[src/rtl/pipeline_skid_pkg.sv]
// Shared types for the pipeline_skid register slice.
package pipeline_skid_pkg;

    // Occupancy of the slice: nothing held, main entry only, main plus skid entry.
    typedef enum logic [1:0] {
        EMPTY = 2'd0,
        BUSY  = 2'd1,
        FULL  = 2'd2
    } skid_state_e;

endpackage

[src/rtl/pipeline_skid.sv]
// pipeline_skid: valid/ready register slice that registers the backward (ready) path.
// A main entry drives data_out_o. A skid entry absorbs the one beat that can arrive
// while downstream stalls, because the upstream only sees the stall a cycle later.
// Optional feature: define PIPELINE_SKID_STALL_CNT_EN to add a saturating stall counter
// (stall_count_o, CW bits) for observation only.
//
// state | meaning
// EMPTY | no beat held, output invalid
// BUSY  | one beat in main entry
// FULL  | main and skid both hold beats, upstream is back-pressured
module pipeline_skid
    import pipeline_skid_pkg::*;
#(
    parameter int unsigned DW = 8
`ifdef PIPELINE_SKID_STALL_CNT_EN
    ,
    parameter int unsigned CW = 16
`endif
) (
    input  logic          clk_i,
    input  logic          arst_ni,
    input  logic          clear_i,
    input  logic [DW-1:0] data_in_i,
    input  logic          data_in_valid_i,
    output logic          data_in_ready_o,
    output logic [DW-1:0] data_out_o,
    output logic          data_out_valid_o,
    input  logic          data_out_ready_i
`ifdef PIPELINE_SKID_STALL_CNT_EN
    ,
    output logic [CW-1:0] stall_count_o
`endif
);

    skid_state_e   state_q, state_d;
    logic [DW-1:0] main_q, main_d;
    logic [DW-1:0] skid_q, skid_d;
    logic          in_hs, out_hs;

    // Ready depends only on the state flop; reset and clear gate it so nothing is accepted then.
    assign data_in_ready_o  = (state_q != FULL)  & arst_ni & ~clear_i;
    assign data_out_valid_o = (state_q != EMPTY) & arst_ni & ~clear_i;
    assign data_out_o       = main_q;

    assign in_hs  = data_in_valid_i & data_in_ready_o;
    assign out_hs = data_out_valid_o & data_out_ready_i;

    // Next occupancy and entry contents; clear drops whatever is stored.
    always_comb begin
        state_d = state_q;
        main_d  = main_q;
        skid_d  = skid_q;
        if (clear_i) begin
            state_d = EMPTY;
        end else begin
            unique case (state_q)
                EMPTY: begin
                    if (in_hs) begin
                        state_d = BUSY;
                        main_d  = data_in_i;
                    end
                end
                BUSY: begin
                    if (in_hs && out_hs) begin
                        main_d = data_in_i;
                    end else if (in_hs) begin
                        state_d = FULL;
                        skid_d  = data_in_i;
                    end else if (out_hs) begin
                        state_d = EMPTY;
                    end
                end
                FULL: begin
                    if (out_hs) begin
                        state_d = BUSY;
                        main_d  = skid_q;
                    end
                end
                default: state_d = EMPTY;
            endcase
        end
    end

    // Occupancy register, cleared asynchronously.
    always_ff @(posedge clk_i or negedge arst_ni) begin
        if (!arst_ni) begin
            state_q <= EMPTY;
        end else begin
            state_q <= state_d;
        end
    end

    // Data entries carry no reset; their contents are only observed while valid.
    always_ff @(posedge clk_i) begin
        main_q <= main_d;
        skid_q <= skid_d;
    end

`ifdef PIPELINE_SKID_STALL_CNT_EN
    logic [CW-1:0] stall_cnt_q, stall_cnt_d;

    // Count cycles where a valid beat waits on downstream, saturating at all-ones.
    always_comb begin
        stall_cnt_d = stall_cnt_q;
        if (clear_i) begin
            stall_cnt_d = '0;
        end else if (data_out_valid_o && !data_out_ready_i && (stall_cnt_q != '1)) begin
            stall_cnt_d = stall_cnt_q + 1'b1;
        end
    end

    // Stall counter register, cleared asynchronously.
    always_ff @(posedge clk_i or negedge arst_ni) begin
        if (!arst_ni) begin
            stall_cnt_q <= '0;
        end else begin
            stall_cnt_q <= stall_cnt_d;
        end
    end

    assign stall_count_o = stall_cnt_q;
`endif

endmodule

[config.mk]
export PLATFORM = sky130hd
export DESIGN_NAME = pipeline_skid
export DESIGN_NICKNAME = d
export VERILOG_FILES = /design/src/rtl/pipeline_skid_pkg.sv /design/src/rtl/pipeline_skid.sv
export SDC_FILE = /design/constraint.sdc
export NUM_CORES = 1
export LEC_CHECK = 0
export ABC_AREA = 1
export CAP_MARGIN = 20
export CORE_MARGIN = 1.5
export CORE_UTILIZATION = 45
export CTS_CLUSTER_DIAMETER = 60
export CTS_CLUSTER_SIZE = 24
export DETAILED_ROUTE_END_ITERATION = 8
export PLACE_DENSITY = 0.89
export SYNTH_ARGS = -nofsm -noshare
export SYNTH_HDL_FRONTEND = slang
export SYNTH_SLANG_ARGS = --single-unit
export TNS_END_PERCENT = 30
[constraint.sdc]
create_clock -name clk_i -period 1.9 [get_ports clk_i]
set_input_delay 0.57 -clock clk_i [delete_from_list [all_inputs] [get_ports clk_i]]
set_output_delay 0.57 -clock clk_i [all_outputs]
set_load 0.02 [all_outputs]
==> qor.yml <==
outcome:
  status: "complete, no violations"
clock_tree:
  cts_buffers: 3
  cts_tree: "yes"
  cts-root-buf: "clkbuf_4"
  worst_skew_pair.late_latency_ns: 0.28
  clock_sinks: 18
  h-tree-depth: 1
  clock_tree.buffer_depth: 2
  ctsHoldBuffers: 0
  path_clk_slew_ns: 0.10
finish:
  drive_gt1_share_pct: 21.24
  antenna_cells: 0
  syn_to_final_growth_pct: 43.36
  final_util_pct: 71.91
  nets: 127
sta:
  setup_viol: 0
  min_period_ns: 1.816
  final.setup_skew_ns: 0.006749
  grt_setup_unrepaired: "false"
  fin_ws_ns: 0.08403
  slew_violations: 0
  slew_headroom_pct: 84.89
  hold_viol_final: 0
  fin_crit_sh_pct: 95.58
  fmax_ghz: 0.5507
  worst_slew_pin_slew_ns: 0.2260
critical_path:
  worst_path_largest_cell_delay_ns: 0.61
  setup.worst_path.start_class: "register"
  r2r_slack_ns: 0.27
  critPathArrivalTime_ns: 1.25
  critPathCaptureType: "output pin"
  worstPathMaxFanout: 1
  worstPathRequired_ns: 1.33
  path_cells: "clkdlybuf4s50_1"
  r2r-end: "skid_q[6]"
  reg2regPathDepth: 8
  cp_top_family: "buffers and inverters"
  worst-setup-path-type: "reg -> out"
  cp_slowest_cell: "clkdlybuf4s50_1"
  critPathBufInv: 1
  reg2reg_from: "state_q[0]"
floorplanning:
  start_util_pct: 50.16
  die_w_um: 44.69
  die_area_mm2: 0.001997
  dieHeight_um: 44.69
  rows: 14
  core_mm2: 0.001559
  io_pins: 23
detailed_routing:
  firstDrtPassIters: 4
  drc_errors: 0
  wl_um: 1537
  drt_iter0_drc: 5
  wl_per_cell_um: 11.91
  vias: 622
  ant_nets: 0
  routed_via_density: 4.822
synth:
  ys_seq_elements: 18
  synthSimpleGateAreaFrac_pct: 25.76
  synth_compound_area_share_pct: 2.400
  synthXorXnorAreaFrac_pct: 0
  ys_seq_area_share_pct: 67.84
  avgSynthCellArea_um2: 10.16
  ys.flop_type: "edfxtp_1"
  yosys_warnings: 0
  ys_top_cells_by_area: "edfxtp_1 61%, nand2_1 16%, dfrtp_1 6.4%"
  synth_top_area_share_pct: 61.44
  syn-cell-area_um2: 782.0
  synth.most_common_cell: "nand2_1"
  synth_edf_count: 16
  postSynthCellCount: 77
  synth_top_family_by_area: "simple AND/OR/NAND/NOR gates"
  synthTopCellsByCount: "33 x nand2_1, 16 x edfxtp_1, 10 x nor2_1, 6 x inv_1, 2 x dfrtp_1"
  synth_fp_nets: 90
  synth_fa_ha_area_share_pct: 0
  ys_async_sr_fraction_pct: 11.11
  yosysTopAreaCell: "edfxtp_1"
  synthDistinctLibCells: 15
  muxShareOfSynthArea_pct: 0
grt:
  grt_pass1_vias: 629
  grt_first_pass_wirelength_um: 2594
  grt_overflow: 0
  antenna_found_initial: 0
  grt_usage_pct: 18.36
  grt_max_degree: 11
power:
  seqPwrFrac_pct: 59.9
  total_power_mw: 0.7512
  combPwrFrac_pct: 15.4
  cellPowerDensity_mw_per_mm2: 670.1
  intPower_mw: 0.5784
  switching_share_pct: 23.01
  power_leakage_nw: 0.4847
  vdd_drop_max_v: 0.0004240
  clkPwrFrac_pct: 24.7
  p_switching_mw: 0.1728
placement:
  port_buffers: 22
  place_ws_ns: -0.5517
  dp_hpwl_um: 1250
  gp_congestion: 0.7748
job:
  maxCapViolations: 0
min_path:
  hold_path_class: "in -> async"
## registers in the layout, summed over array words and instances, names as in the netlist
register    count
state_q         2
skid_q          8
data_out_o      8
## through the flow
stage	TNS (ns)	hold WS, ns	std cells	instance area, um^2
2_1_floorplan	0	0.2744	77	782.0
3_3_place_gp	-5.288	0.4951	125	1100
3_5_place_dp	-6.281	0.4990	125	1100
4_1_cts	0	0.3198	129	1121
5_1_grt	0	0.3253	129	1121
6_report	0	0.3187	129	1121
## cells in the final DEF, fill, tap and decap left out, types with 2 or more instances in the layout
cell,instances
nand2_1,32
clkdlybuf4s50_1,18
edfxtp_1,16
buf_4,12
nor2_1,9
inv_1,5
clkbuf_4,3
inv_2,2
nor2_2,2
dlygate4sd2_1,2
dfrtp_1,2
## timing repair
item | 4_1_cts | 5_1_grt
endpoints found under the hold margin | 0 | 0
setup endpoints to repair | 10 | 0
setup buffers | 0 | 0
gates resized for setup | 14 | 0
## logic make-up (layout without fill, tap and decap cells)
family	after synthesis	count (layout)
AOI/OAI and AO/OA	3	3
buffers and inverters	8	44
and+or+nand+nor	48	48
DFF	18	18
## metal layers
metal	track usage, %	vias up	share of wire [%]
met2	35.65	15	54
met4	5.455	0	0.39
li1	-	320	-
met3	3.673	2	3.9
met1	19.46	285	41
met5	0	-	0
## layout make-up
cell class	count	area, um^2
Clock buffer	3	22.52
Clock inverter	1	3.754
Fill cell	114	437.9
Inverter	7	26.28
Multi-Input combinational cell	51	225.2
Sequential cell	18	530.5
Tap cell	16	20.02
Timing Repair Buffer	33	292.8
## how the worst max path moves through the flow
stage                       to          start  cells past startpoint
6_report         data_out_o[5]  data_out_o[5]                      1
5_1_grt          data_out_o[5]  data_out_o[5]                      1
3_5_place_dp   data_in_ready_o        clear_i                      5
3_3_place_gp   data_in_ready_o        arst_ni                      4
2_1_floorplan    data_out_o[0]        clear_i                      5
4_1_cts          data_out_o[5]  data_out_o[5]                      1
## power by group through the flow
stage	clock, mW	combinational [mW]	sequential, mW
finish	0.186	0.116	0.450
global route	0.208	0.129	0.451
CTS	0.189	0.117	0.450
detailed placement	0	0.118	0.459
global placement	0	0.113	0.458
floorplan	0	0.0463	0.462
Note: power is estimated with default switching activity, not from simulation.
